==> src/rtl/udm_initiator.sv <==
// udm_initiator: bus-request to UDM UART frame initiator with read-reply parser.
// Optional read-response timeout enabled by defining UDM_INITIATOR_TIMEOUT_EN.
module udm_initiator #(
    parameter int CLK_DIV        = 868,
    parameter int TIMEOUT_CYCLES = 1000000
) (
    input  logic        clk_i,
    input  logic        arst_n_i,
    input  logic        rx_i,
    output logic        tx_o,
    input  logic        req_i,
    input  logic        we_i,
    input  logic [31:0] addr_i,
    input  logic [31:0] wdata_i,
    output logic        ack_o,
    output logic        resp_o,
    output logic [31:0] rdata_o,
    output logic        busy_o,
    output logic        err_o
);
    localparam int CW = $clog2(CLK_DIV);

    if (CLK_DIV < 4 || TIMEOUT_CYCLES < 1) begin : g_bad_param
        $error("udm_initiator: CLK_DIV must be >= 4 and TIMEOUT_CYCLES >= 1");
    end

    typedef enum logic [3:0] {
        IDLE, TX_SYNC, TX_CMD, TX_ADDR, TX_LEN, TX_DATA, TX_END, RX_DATA, DONE
    } state_t;

    state_t      state;
    logic [1:0]  cnt;
    logic        esc;
    logic        rx_esc;
    logic        we;
    logic [31:0] addr;
    logic [31:0] wdata;
    logic [31:0] rx_word;

    logic [8:0]    tx_sh;
    logic [CW-1:0] tx_cnt;
    logic [3:0]    tx_left;
    logic          tx_act;
    logic          tx_done;
    logic          tx_rdy;
    logic          tx_load;
    logic [7:0]    tx_byte;
    logic [7:0]    pay;
    logic          need_esc;

    logic [2:0]    rx_s;
    logic          rx_act;
    logic [CW-1:0] rx_cnt;
    logic [3:0]    rx_bit;
    logic [7:0]    rx_sh;
    logic          rx_vld;

`ifdef UDM_INITIATOR_TIMEOUT_EN
    logic [31:0] tmo;
`else
    assign err_o = 1'b0;
`endif

    assign ack_o   = (state == IDLE) && req_i;
    assign tx_done = tx_act && (tx_cnt == '0) && (tx_left == 4'd0);
    assign tx_rdy  = !tx_act || tx_done;

    // Pick the next byte to transmit; payload bytes 0x55/0x5A get a 0x5A prefix first
    always_comb begin
        pay      = (state == TX_ADDR) ? addr[{cnt, 3'b000} +: 8] :
                   (state == TX_LEN)  ? ((cnt == 2'd0) ? 8'h04 : 8'h00) :
                                        wdata[{cnt, 3'b000} +: 8];
        need_esc = (state inside {TX_ADDR, TX_LEN, TX_DATA}) && (pay == 8'h55 || pay == 8'h5A) && !esc;
        tx_byte  = (state == TX_SYNC) ? 8'h55 :
                   (state == TX_CMD)  ? (we ? 8'h81 : 8'h82) :
                   need_esc           ? 8'h5A : pay;
        tx_load  = (state inside {TX_SYNC, TX_CMD, TX_ADDR, TX_LEN, TX_DATA}) && tx_rdy;
    end

    // 8N1 transmitter; a load in the final stop cycle chains the next byte with no gap
    always_ff @(posedge clk_i or negedge arst_n_i) begin
        if (!arst_n_i) begin
            tx_o    <= 1'b1;
            tx_sh   <= '1;
            tx_cnt  <= '0;
            tx_left <= 4'd0;
            tx_act  <= 1'b0;
        end else if (tx_load) begin
            tx_o    <= 1'b0;
            tx_sh   <= {1'b1, tx_byte};
            tx_cnt  <= CW'(CLK_DIV - 1);
            tx_left <= 4'd9;
            tx_act  <= 1'b1;
        end else if (tx_act) begin
            if (tx_cnt != '0) begin
                tx_cnt <= tx_cnt - 1'b1;
            end else if (tx_left == 4'd0) begin
                tx_act <= 1'b0;
            end else begin
                tx_o    <= tx_sh[0];
                tx_sh   <= {1'b1, tx_sh[8:1]};
                tx_left <= tx_left - 4'd1;
                tx_cnt  <= CW'(CLK_DIV - 1);
            end
        end
    end

    // Synchronize rx, detect start on falling edge, sample mid-bit, drop framing errors
    always_ff @(posedge clk_i or negedge arst_n_i) begin
        if (!arst_n_i) begin
            rx_s   <= 3'b111;
            rx_act <= 1'b0;
            rx_cnt <= '0;
            rx_bit <= 4'd0;
            rx_sh  <= 8'h00;
            rx_vld <= 1'b0;
        end else begin
            rx_s   <= {rx_s[1:0], rx_i};
            rx_vld <= 1'b0;
            if (!rx_act) begin
                if (rx_s[2] && !rx_s[1]) begin
                    rx_act <= 1'b1;
                    rx_cnt <= CW'(CLK_DIV / 2 - 1);
                    rx_bit <= 4'd0;
                end
            end else if (rx_cnt != '0) begin
                rx_cnt <= rx_cnt - 1'b1;
            end else begin
                rx_cnt <= CW'(CLK_DIV - 1);
                rx_bit <= rx_bit + 4'd1;
                if (rx_bit == 4'd0) begin
                    if (rx_s[1])
                        rx_act <= 1'b0;
                end else if (rx_bit == 4'd9) begin
                    rx_act <= 1'b0;
                    rx_vld <= rx_s[1];
                end else begin
                    rx_sh <= {rx_s[1], rx_sh[7:1]};
                end
            end
        end
    end

    // Transaction sequencer: frame emission, escape insertion, reply unescaping and completion
    always_ff @(posedge clk_i or negedge arst_n_i) begin
        if (!arst_n_i) begin
            state   <= IDLE;
            cnt     <= 2'd0;
            esc     <= 1'b0;
            rx_esc  <= 1'b0;
            we      <= 1'b0;
            addr    <= 32'h0;
            wdata   <= 32'h0;
            rx_word <= 32'h0;
            rdata_o <= 32'h0;
            resp_o  <= 1'b0;
            busy_o  <= 1'b0;
`ifdef UDM_INITIATOR_TIMEOUT_EN
            tmo     <= 32'h0;
            err_o   <= 1'b0;
`endif
        end else begin
            resp_o <= 1'b0;
            if (rx_vld && state != RX_DATA)
                rx_esc <= 1'b0;
            case (state)
                IDLE: if (req_i) begin
                    we     <= we_i;
                    addr   <= addr_i;
                    wdata  <= wdata_i;
                    busy_o <= 1'b1;
                    rx_esc <= 1'b0;
                    esc    <= 1'b0;
                    cnt    <= 2'd0;
`ifdef UDM_INITIATOR_TIMEOUT_EN
                    err_o  <= 1'b0;
`endif
                    state  <= TX_SYNC;
                end
                TX_SYNC: if (tx_rdy) state <= TX_CMD;
                TX_CMD:  if (tx_rdy) state <= TX_ADDR;
                TX_ADDR, TX_LEN, TX_DATA: if (tx_rdy) begin
                    if (need_esc) begin
                        esc <= 1'b1;
                    end else begin
                        esc <= 1'b0;
                        cnt <= cnt + 2'd1;
                        if (cnt == 2'd3)
                            state <= (state == TX_ADDR) ? TX_LEN : (state == TX_LEN && we) ? TX_DATA : TX_END;
                    end
                end
                TX_END: if (tx_done) begin
                    if (we) begin
                        state  <= IDLE;
                        busy_o <= 1'b0;
                    end else begin
                        state  <= RX_DATA;
`ifdef UDM_INITIATOR_TIMEOUT_EN
                        tmo    <= 32'h0;
`endif
                    end
                end
                RX_DATA: begin
`ifdef UDM_INITIATOR_TIMEOUT_EN
                    tmo <= rx_vld ? 32'h0 : tmo + 32'h1;
                    if (!rx_vld && tmo == 32'(TIMEOUT_CYCLES - 1)) begin
                        state  <= IDLE;
                        busy_o <= 1'b0;
                        err_o  <= 1'b1;
                    end
`endif
                    if (rx_vld) begin
                        if (!rx_esc && rx_sh == 8'h5A) begin
                            rx_esc <= 1'b1;
                        end else begin
                            rx_esc  <= 1'b0;
                            rx_word <= {rx_sh, rx_word[31:8]};
                            cnt     <= cnt + 2'd1;
                            if (cnt == 2'd3)
                                state <= DONE;
                        end
                    end
                end
                DONE: begin
                    rdata_o <= rx_word;
                    resp_o  <= 1'b1;
                    busy_o  <= 1'b0;
                    state   <= IDLE;
                end
                default: state <= IDLE;
            endcase
        end
    end
endmodule
==> config.mk <==
export PLATFORM = sky130hd
export DESIGN_NAME = udm_initiator
export DESIGN_NICKNAME = d
export VERILOG_FILES = /design/src/rtl/udm_initiator.sv
export SDC_FILE = /design/constraint.sdc
export NUM_CORES = 1
export LEC_CHECK = 0
export BUFFER_PORTS_ARGS = -buffer_cell sky130_fd_sc_hd__buf_2
export CAP_MARGIN = 40
export CORE_MARGIN = 4
export CORE_UTILIZATION = 43
export DETAILED_ROUTE_END_ITERATION = 16
export PLACE_DENSITY = 0.58
export RECOVER_POWER = 50
export SETUP_SLACK_MARGIN = 0.2
export SKIP_CTS_REPAIR_TIMING = 1
export SYNTH_ARGS = -nofsm -noshare
export SYNTH_HDL_FRONTEND = slang
export SYNTH_SLANG_ARGS = --single-unit
==> constraint.sdc <==
create_clock -name clk_i -period 3.2 [get_ports clk_i]
set_input_delay 0.16 -clock clk_i [delete_from_list [all_inputs] [get_ports clk_i]]
set_output_delay 0.16 -clock clk_i [all_outputs]
set_load 0.01 [all_outputs]
==> out/results.txt, run 1 <==
Worst hold stages: 2
Violated checks: max-capacitance violations, max-slew violations
Grt ovf: 0
Flop2flop setup slack: 0.39 ns
GP Congestion: 0.893
Total Negative Setup Slacks: 0 ns
First-pass GRT wire length: 29.7 mm
Relative slew slack: -50.0%
Slowest stage delay, CP: 0.66 ns
Synth cell types: 60
Slew @ Worst Pin: 2.25 ns
Vias in the first global route: 5804
Crit path depth: 8
CP max FO: 17
Post-Syn Nets: 737
GRT Overall Usage: 16.7%
Max cap viols: 1
Cts bufs inserted: 17
Initial antenna violation count: 0
Fin. max-slew vios: 94
Maximum vdd drop: 0.000339 V
Complex-gate fraction of the synthesized area: 6.79%
Worst skew pair latency: 0.43 ns
Via count: 5790
Most used cell, CP: nand4bb_1
Setup crit end: esc
Area grow syn2layout: 24.4%
Mean Syn Cell Area: 12.9 um^2
Minimum clock period: 2.81 ns
Total clock sinks: 190
RR Startpoint: state[0]
Die width: 149 um
CP Launch Type: register
Io pins: 106
Yosys reg bits: 190
Sequential share of the synthesized area: 55.9%
FF-to-FF End: esc
Core footprint: 0.0195 mm^2
CTS tree: built
Clock transition at path regs: 0.07 ns
Pre-Repair DR Iteration Count: 5
Simple-Gate Fraction of Synth Area: 9.10%
1st-iter DRT viols: 332
# DRC: 0
Root buffer cell: clkbuf_16
Routed WL per cell: 16.5 um
N_diodes: 0
Mux contribution to synthesized area: 22.5%
Buffer depth of the longest clock path: 2
Starting density of the core: 43.8%
Final HPWL DP: 12.6 mm
Die area: 0.0222 mm^2
Layout cells sized above 1: 34.6%
FP Rows: 51
Final hold vios: 0
Min-delay worst type: input pin to register
CP bufs+invs: 1
Post-Synth XOR/XNOR Area: 1.75%
Finished Core Util: 54.5%
Critical Path Sink Type: register
CP max stage cell: dfrtp_1
Cells after Synth: 659
Final ANT Viol Nets: 0
Ys Warns: 0
Largest family of logic cells by synthesized area: multiplexers
Number of vias per cell: 5.22
WL final: 18.3 mm
Post-synth top flop: dfrtp_1
Crit Path Category: register to register
Pin count of the biggest net entering global routing: 94
Die height: 149 um
Status: complete, but fails checks
Critical Path RT: 3.52 ns
Critical-path cell list: nand4bb_1 -> a2bb2oi_1 -> o21a_1 -> nand4bb_1 -> a2111oi_4 -> buf_4 -> o22ai_1 -> a222oi_1
Number of port buffers: 104
Unrepaired setup endpoints after global routing: yes
Crit share post-route: 87.9%
FMAX: 0.355 GHz
Largest delay share family, worst path: compound AO/OA/AOI/OAI gates
Post-Route Skew: 0.0128 ns
Post-Synth Adder-Cell Area: 1.32%
Cell Area, Synth: 0.00853 mm^2
Fraction of registers with async set/reset: 100%
Filler Cell Count: 1636
PD cells: 477 mW/mm^2
Nets: 910
Register-to-Register Path Depth: 8
Critical Path Start: state[0]
Leakage: 5.02 nW
Htree depth: 4
Post-synth EDFFs: 0
CP arrival: 3.13 ns
Setup violations, final: 0
sequential cells by signal, summed over array words and instances (netlist names), 2 cells and up:
signal   flops
rx_sh        8
state        4
rx_cnt      10
rx_bit       4
tx_cnt      10
rdata_o     32
addr        32
tx_sh        8
wdata       32
rx_s         3
rx_word     32
cnt          2
tx_left      4
power by group:
group          switching [mW]  internal, mW  total [mW]
logic                   0.148         0.169       0.317
clock network           0.918          1.30        2.22
registers              0.0630          2.46        2.53
total                    1.13          3.94        5.07
per-layer routing:
| layer | share of wire, % | wire length (um) | GRT usage (%) |
|---|---|---|---|
| met5 | 0 | 0 | 0 |
| met2 | 49 | 9000 | 26.1 |
| met1 | 46 | 8430 | 23.8 |
| met4 | 1.3 | 235 | 5.54 |
| met3 | 3.4 | 625 | 3.28 |
worst register-to-register path: stages, from the launching register on:
cell and delay [ns]:
dfrtp_1 0.66, nand4bb_1 0.45, a2bb2oi_1 0.26, o21a_1 0.15, nand4bb_1 0.28, a2111oi_4 0.33
buf_4 0.21, o22ai_1 0.09, a222oi_1 0.28
synthesized netlist by cell type, types with 2 or more instances:
cell / n / area share, %
dfrtp_1: 178 / 52
mux2_2: 137 / 18
nor2_1: 39 / 1.7
nand2_1: 35 / 1.5
a21oi_1: 30 / 1.8
inv_1: 19 / 0.84
nor3_1: 17 / 1.0
mux4_2: 16 / 4.2
o21ai_0: 15 / 0.88
clkbuf_1: 14 / 0.62
dfstp_2: 12 / 3.7
o22ai_1: 11 / 0.81
buf_1: 9 / 0.40
ha_1: 9 / 1.3
xnor2_1: 9 / 0.92
nand3_1: 8 / 0.47
xor2_1: 8 / 0.82
nand2b_1: 7 / 0.51
o31ai_1: 6 / 0.53
nor4_1: 5 / 0.37
or3_1: 5 / 0.37
a21o_1: 4 / 0.35
buf_2: 4 / 0.23
nand4bb_1: 4 / 0.53
nor2b_1: 4 / 0.29
nor3b_1: 4 / 0.35
or2_2: 4 / 0.29
a22o_1: 3 / 0.31
a31oi_1: 3 / 0.22
a211oi_1: 2 / 0.18
buf_4: 2 / 0.18
buf_6: 2 / 0.26
mux2i_1: 2 / 0.23
nor4b_1: 2 / 0.21
o211ai_1: 2 / 0.18
o21ai_1: 2 / 0.12
o221ai_1: 2 / 0.21
or4_1: 2 / 0.18
cell type report:
cell class	instances	area (um^2)	share of cell area, %
clock buffer	21	470	4.43
clock inverter	10	150	1.41
inverter	19	71.3	0.672
multi-input combinational	419	3560	33.5
sequential	190	4770	45.0
tap	265	332	3.12
timing repair buffer	185	1260	11.9
cell families after synthesis:
group | count (synthesis)
mux | 155
buf+inv | 50
flops | 190
other cells | 1
xor+xnor | 17
fa+ha+maj | 9
compound gates | 90
simple gates | 147
how the worst min path moves through the flow:
stage / start / endpoint / slack [ns]
floorplan: arst_n_i / addr[0] / -0.14
global placement: arst_n_i / rx_word[0] / 0.26
detailed placement: arst_n_i / rx_word[0] / 0.28
CTS: arst_n_i / rx_word[0] / -0.19
global route: wdata_i[16] / wdata[16] / 0.009
finish: wdata_i[16] / wdata[16] / 0.008
placed cells by master (no fill, tap or decap), drive strengths merged, types with 2 or more instances in the layout:
cell type    Yosys  routed
dfrtp          178     178
mux2           137     137
buf             17      81
dlygate4sd3      0      66
clkbuf          14      59
nor2            39      39
nand2           35      35
a21oi           30      30
inv             19      23
nor3            18      18
o21ai           17      17
mux4            16      16
dfstp           12      12
o22ai           11      11
xnor2            9       9
ha               9       9
nand3            8       8
xor2             8       8
nand2b           7       7
o31ai            6       6
nor4             5       5
or3              5       5
or2              4       4
nor3b            4       4
nor2b            4       4
a21o             4       4
nand4bb          4       4
a22o             3       3
a31oi            3       3
bufinv           0       3
nor4b            3       3
clkinv           0       3
or4              2       2
o211ai           2       2
o221ai           2       2
a211oi           2       2
mux2i            2       2
through the flow:
step	power (mW)	std cells	setup WS, ns	hold slack [ns]	instance area (um^2)
after global routing	5.29	1109	0.204	0.00931	10600
after detailed placement	2.83	1012	0.421	0.277	9380
after floorplan	2.70	659	0.697	-0.136	8530
final	5.07	1109	0.386	0.00816	10600
after CTS	5.07	1043	0.248	-0.193	10000
after global placement	2.82	1011	0.553	0.264	9370
No activity file was read; power rests on OpenSTA's default activity.
==> run 2, diff against run 1 <==
Settings changed: CORE_ASPECT_RATIO set to 1.1, CORE_MARGIN 4 to unset, PLACE_DENSITY 0.58 to unset, PLACE_DENSITY_LB_ADDON set to 0.3.
==> run 2 against run 1 <==
Compared with the run above: the flow still finishes with violations (max-capacitance violations, max-slew violations); sequential share of layout area grew 0.33 points; final area down 0.68%; maximum frequency grew 3.4%; die area shrank 7.9%; clock skew decreased by 0.0031 ns; first-iteration DRC count up 18%; critical path depth stayed put; count of clock-buffer cells in the layout shrank 1; global-route usage grew 1.0 points.
==> out/results.txt, run 2 (synthesis results as in run 1) <==
Number of vias per cell: 5.43 (+4.1%)
Total Negative Setup Slacks: 0 ns (unchanged)
Crit Path Category: register to register
Relative slew slack: -10.1% (+40 points)
Final WS setup: 0.478 ns (+0.0926 ns)
CTS tree: built
FP Rows: 53 (+3.9%)
Post-Route Skew: 0.00976 ns (-0.00308 ns)
Vias in the first global route: 5690 (-2.0%)
Post-DP Area: 0.00933 mm^2 (-0.56%)
Leakage: 4.98 nW (-0.64%)
Initial antenna violation count: 0 (unchanged)
Sw Share: 23.3% (+0.98 points)
Critical Path Start: cnt[1]
Routed WL per cell: 16.6 um (+0.79%)
Pin count of the biggest net entering global routing: 83 (-12%)
Total power: 5.00 mW (-1.4%)
Setup violations, final: 0 (unchanged)
N_diodes: 0 (unchanged)
Io pins: 106 (unchanged)
Nets: 906 (-0.44%)
Register-to-Register Path Depth: 8 (unchanged)
Maximum vdd drop: 0.000335 V (-0.97%)
Clock transition at path regs: 0.07 ns (about the same)
Finished Core Util: 54.6% (+0.090 points)
Die height: 150 um (+0.59%)
Number of port buffers: 104 (unchanged)
PD cells: 474 mW/mm^2 (-0.71%)
Via count: 5913 (+2.1%)
Pre-Repair DR Iteration Count: 7 (+2)
Layout cells sized above 1: 34.4% (-0.23 points)
Max cap viols: 1 (unchanged)
Slew @ Worst Pin: 1.65 ns (-0.600 ns)
FF-to-FF End: esc
DP Cell Count: 990 (-2.2%)
Min-delay worst type: input pin to register
CP arrival: 3.03 ns (-0.10 ns)
Cts bufs inserted: 17 (unchanged)
WL final: 18.1 mm (-1.1%)
Crit share post-route: 85.0% (-2.9 points)
Critical Path Sink Type: register
Dpl ws: 0.305 ns (-0.116 ns)
Filler Cell Count: 1563 (-4.5%)
Status: complete, but fails checks
Most common cell after layout, fill and taps aside: dfrtp_1
Non-filler instance count after layout: 1088 (-1.9%)
Htree depth: 4 (unchanged)
Switching power: 1.16 mW (+3.0%)
Internal power: 3.83 mW (-2.6%)
Die area: 0.0204 mm^2 (-7.9%)
First-pass GRT wire length: 28.5 mm (-4.0%)
Part of the power in registers: 50.6% (+0.7 points)
Root buffer cell: clkbuf_16
Worst hold slack: 0.0167 ns (+0.00853 ns)
Final hold vios: 0 (unchanged)
Commonest non-fill, non-tap cells in the layout: 174 x dfrtp_1, 137 x mux2_2, 68 x buf_2
RR Startpoint: cnt[1]
Setup crit end: esc
Grt ovf: 0 (unchanged)
1st-iter DRT viols: 393 (+18%)
Critical Path RT: 3.51 ns (about the same)
Fin area: 0.0105 mm^2 (-0.68%)
Unrepaired setup endpoints after global routing: no
Worst skew pair latency: 0.43 ns (about the same)
FMAX: 0.367 GHz (+3.4%)
Violated checks: max-capacitance violations, max-slew violations
Fin. max-slew vios: 67 (-29%)
Minimum clock period: 2.72 ns (-0.0926 ns)
CP Launch Type: register
Total clock sinks: 190 (unchanged)
Final ANT Viol Nets: 0 (unchanged)
Die width: 136 um (-8.4%)
Buffer depth of the longest clock path: 2 (unchanged)
Final HPWL DP: 12.0 mm (-5.1%)
Core footprint: 0.0193 mm^2 (-0.85%)
Logic gate share of total power: 6.5% (+0.2 points)
# DRC: 0 (unchanged)
Clock power share: 42.9% (-0.9 points)
Area grow syn2layout: 23.6%
GRT Overall Usage: 17.8% (+1.0 points)
GP Congestion: 0.893 (about the same)
Starting density of the core: 44.2% (+0.38 points)
CP max FO: 11 (-6)
Flop2flop setup slack: 0.48 ns (+0.09 ns)
## run 2: changes by cell type in the layout (fill, tap and decap cells not counted), moves of 2 or more
cell	before	now
dfrtp_2	2	4
buf_4	13	9
clkbuf_2	3	1
clkbuf_8	3	1
dfrtp_1	176	174
inv_8	1	3
## run 2: cell type report
class,instances,area (um^2),area share (%)
flip-flops and latches,190,4770,45.3
clock buffers,20,447,4.24
inverters,19,71.3,0.677
clock inverters,12,150,1.42
multi-input cells,419,3550,33.7
repair buffers,181,1240,11.7
well taps,247,309,2.93
## run 2: layer usage
metal  vias to the layer above  share of wire, %  global-route usage [%]
met1                      3002                43                    24.8
met2                       166                51                    28.2
met3                        21               4.3                    3.35
met5                         -                 0                       0
li1                       2724                 -                       -
met4                         0               1.2                    5.06
## run 2: worst min-delay path by stage
stage                 end  cells past startpoint  slack, ns       from
5_1_grt           addr[1]                      2    -0.0009  addr_i[1]
4_1_cts        rdata_o[2]                      1      -0.27   arst_n_i
3_3_place_gp   rdata_o[2]                      1       0.19   arst_n_i
3_5_place_dp   rdata_o[2]                      1       0.19   arst_n_i
6_report          addr[1]                      2       0.02  addr_i[1]
2_1_floorplan     addr[0]                      0      -0.14   arst_n_i
## run 2: worst max-delay path: stages (launching register included)
cell	delay, ns
dfrtp_1	0.52
buf_4	0.28
mux4_2	0.23
nor2_1	0.04
nor3_1	0.33
nand4bb_1	0.25
a2111oi_4	0.51
o22ai_1	0.15
a222oi_1	0.28
## run 2: power groups by stage
| stage | combinational, mW | clock, mW | sequential (mW) |
|---|---|---|---|
| after global routing | 0.366 | 2.28 | 2.54 |
| final | 0.324 | 2.14 | 2.53 |
| after global placement | 0.246 | 0 | 2.56 |
| after detailed placement | 0.266 | 0 | 2.57 |
| after floorplan | 0.140 | 0 | 2.56 |
| after CTS | 0.266 | 2.19 | 2.53 |
==> run 3, diff against run 2 <==
Settings changed: MAX_ROUTING_LAYER set to met4.
==> run 3 against run 2 <==
Compared with the run above: the run still ends with max-capacitance violations, max-slew violations left; maximum frequency decreased by 3.3%; via count decreased by 1.2%; clock skew decreased by 0.0027 ns; utilization decreased by 0.091 points; clock power decreased by 2%; critical endpoint is now tx_sh[2]; highest routed layer unchanged.
==> out/results.txt, run 3 (synthesis results as in run 1) <==
GRT Overall Usage: 18.4% (+0.63 points)
Relative slew slack: -46.8% (-37 points)
Final hold vios: 0 (unchanged)
Final WS setup: 0.387 ns (-0.0919 ns)
Die height: 150 um (unchanged)
# DRC: 0 (unchanged)
Cts bufs inserted: 17 (unchanged)
CP max FO: 18 (+7)
Dpl ws: 0.390 ns (+0.0854 ns)
First-pass GRT wire length: 28.4 mm (-0.36%)
CP Launch Type: register
Final HPWL DP: 12.0 mm (+0.20%)
GP Congestion: 0.888 (-0.55%)
Min-delay worst type: input pin to register
Starting density of the core: 44.2% (unchanged)
Grt ovf: 0 (unchanged)
Unrepaired setup endpoints after global routing: no
Fin. max-slew vios: 90 (+34%)
Root buffer cell: clkbuf_16
FMAX: 0.355 GHz (-3.3%)
FP Rows: 53 (unchanged)
Crit Path Category: register to register
Clock transition at path regs: 0.07 ns (about the same)
CTS tree: built
Status: complete, but fails checks
Pin count of the biggest net entering global routing: 91 (+9.6%)
Nets: 906 (unchanged)
Layout cells sized above 1: 34.2% (-0.12 points)
PD cells: 470 mW/mm^2 (-0.83%)
Finished Core Util: 54.5% (-0.091 points)
Critical Path Sink Type: register
Final ANT Viol Nets: 0 (unchanged)
Commonest non-fill, non-tap cells in the layout: 177 x dfrtp_1, 137 x mux2_2, 68 x buf_2
Slew @ Worst Pin: 2.20 ns (+0.551 ns)
Worst hold slack: 0.0152 ns (-0.00154 ns)
Pre-Repair DR Iteration Count: 4 (-3)
Total Negative Setup Slacks: 0 ns (unchanged)
Htree depth: 4 (unchanged)
Crit share post-route: 87.9% (+2.9 points)
Number of port buffers: 104 (unchanged)
Setup violations, final: 0 (unchanged)
Io pins: 106 (unchanged)
Via count: 5844 (-1.2%)
CP bufs+invs: 0 (-1)
Worst skew pair latency: 0.44 ns (about the same)
Number of vias per cell: 5.37 (-1.2%)
N_diodes: 0 (unchanged)
Buffer depth of the longest clock path: 2 (unchanged)
Slowest stage delay, CP: 0.73 ns (+0.21 ns)
CP arrival: 3.17 ns (+0.14 ns)
Maximum vdd drop: 0.000362 V (+7.9%)
Routed WL per cell: 16.6 um (about the same)
Area grow syn2layout: 23.4%
WL final: 18.1 mm (about the same)
Total clock sinks: 190 (unchanged)
Filler Cell Count: 1577 (+0.90%)
Max cap viols: 1 (unchanged)
Violated checks: max-capacitance violations, max-slew violations
1st-iter DRT viols: 329 (-16%)
Largest delay share family, worst path: simple AND/OR/NAND/NOR gates
Flop2flop setup slack: 0.39 ns (-0.09 ns)
Minimum clock period: 2.81 ns (+0.0919 ns)
Most common cell after layout, fill and taps aside: dfrtp_1
Critical Path RT: 3.56 ns (+0.05 ns)
Post-Route Skew: 0.00706 ns (-0.00270 ns)
Vias in the first global route: 5670 (-0.35%)
Core footprint: 0.0193 mm^2 (unchanged)
CP max stage cell: dfrtp_1
Critical-path cell list: nand4bb_1 -> nor2_1 -> nor3_1 -> nand4bb_1 -> a2111o_1 -> a31oi_1 -> nor3_1
Die area: 0.0204 mm^2 (unchanged)
Initial antenna violation count: 0 (unchanged)
Die width: 136 um (unchanged)
Leakage: 4.99 nW (+0.15%)
[run 3: cell types whose count changed in the layout (fill, tap and decap cells not counted), sizes merged]
cell	before	now
bufinv	2	1
clkbuf	56	54
clkinv	3	5
clkinvlp	1	0
inv	25	27
[run 3: worst paths after layout]
path | from | endpoint | depth (start not counted)
setup / recovery | state[2] | tx_sh[2] | 7
hold / removal | we_i | we | 2
setup reg to reg | state[2] | tx_sh[2] | 7
hold reg to reg | rx_s[0] | rx_s[1] | 0
max in group asynchronous | arst_n_i | tx_sh[7] | 3
min in group asynchronous | arst_n_i | rdata_o[3] | 2
[run 3: stage by stage]
stage | instance area (um^2) | power (mW) | std cells
2_1_floorplan | 8530 | 2.70 | 659
3_3_place_gp | 9330 | 2.81 | 990
3_5_place_dp | 9330 | 2.84 | 990
4_1_cts | 9910 | 4.93 | 1022
5_1_grt | 10500 | 5.13 | 1088
6_report | 10500 | 4.95 | 1088
[run 3: routing by layer]
layer	track usage, %	up-vias	share of wire [%]
met5	-	-	0
met4	5.61	0	2.0
met3	3.93	35	3.7
met2	28.4	132	51
met1	24.3	2958	44
li1	-	2719	-
[run 3: worst reg2reg max path, cell delays in order, from the launching register on]
cell	delay (ns)
dfrtp_1	0.73
nand4bb_1	0.42
nor2_1	0.10
nor3_1	0.37
nand4bb_1	0.24
a2111o_1	0.54
a31oi_1	0.25
nor3_1	0.09
[run 3: cell type report]
cell class,count,area [um^2],share of cell area (%)
Clock buffer,18,439,4.17
Sequential cell,190,4770,45.3
Inverter,19,71.3,0.678
Clock inverter,14,148,1.40
Timing Repair Buffer,181,1230,11.7
Tap cell,247,309,2.94
Multi-Input combinational cell,419,3550,33.7
[run 3: report_power, final]
group | switching [mW] | leakage [nW] | internal [mW]
Clock | 0.966 | 0.294 | 1.12
Sequential | 0.0660 | 2.52 | 2.46
Combinational | 0.153 | 2.18 | 0.172
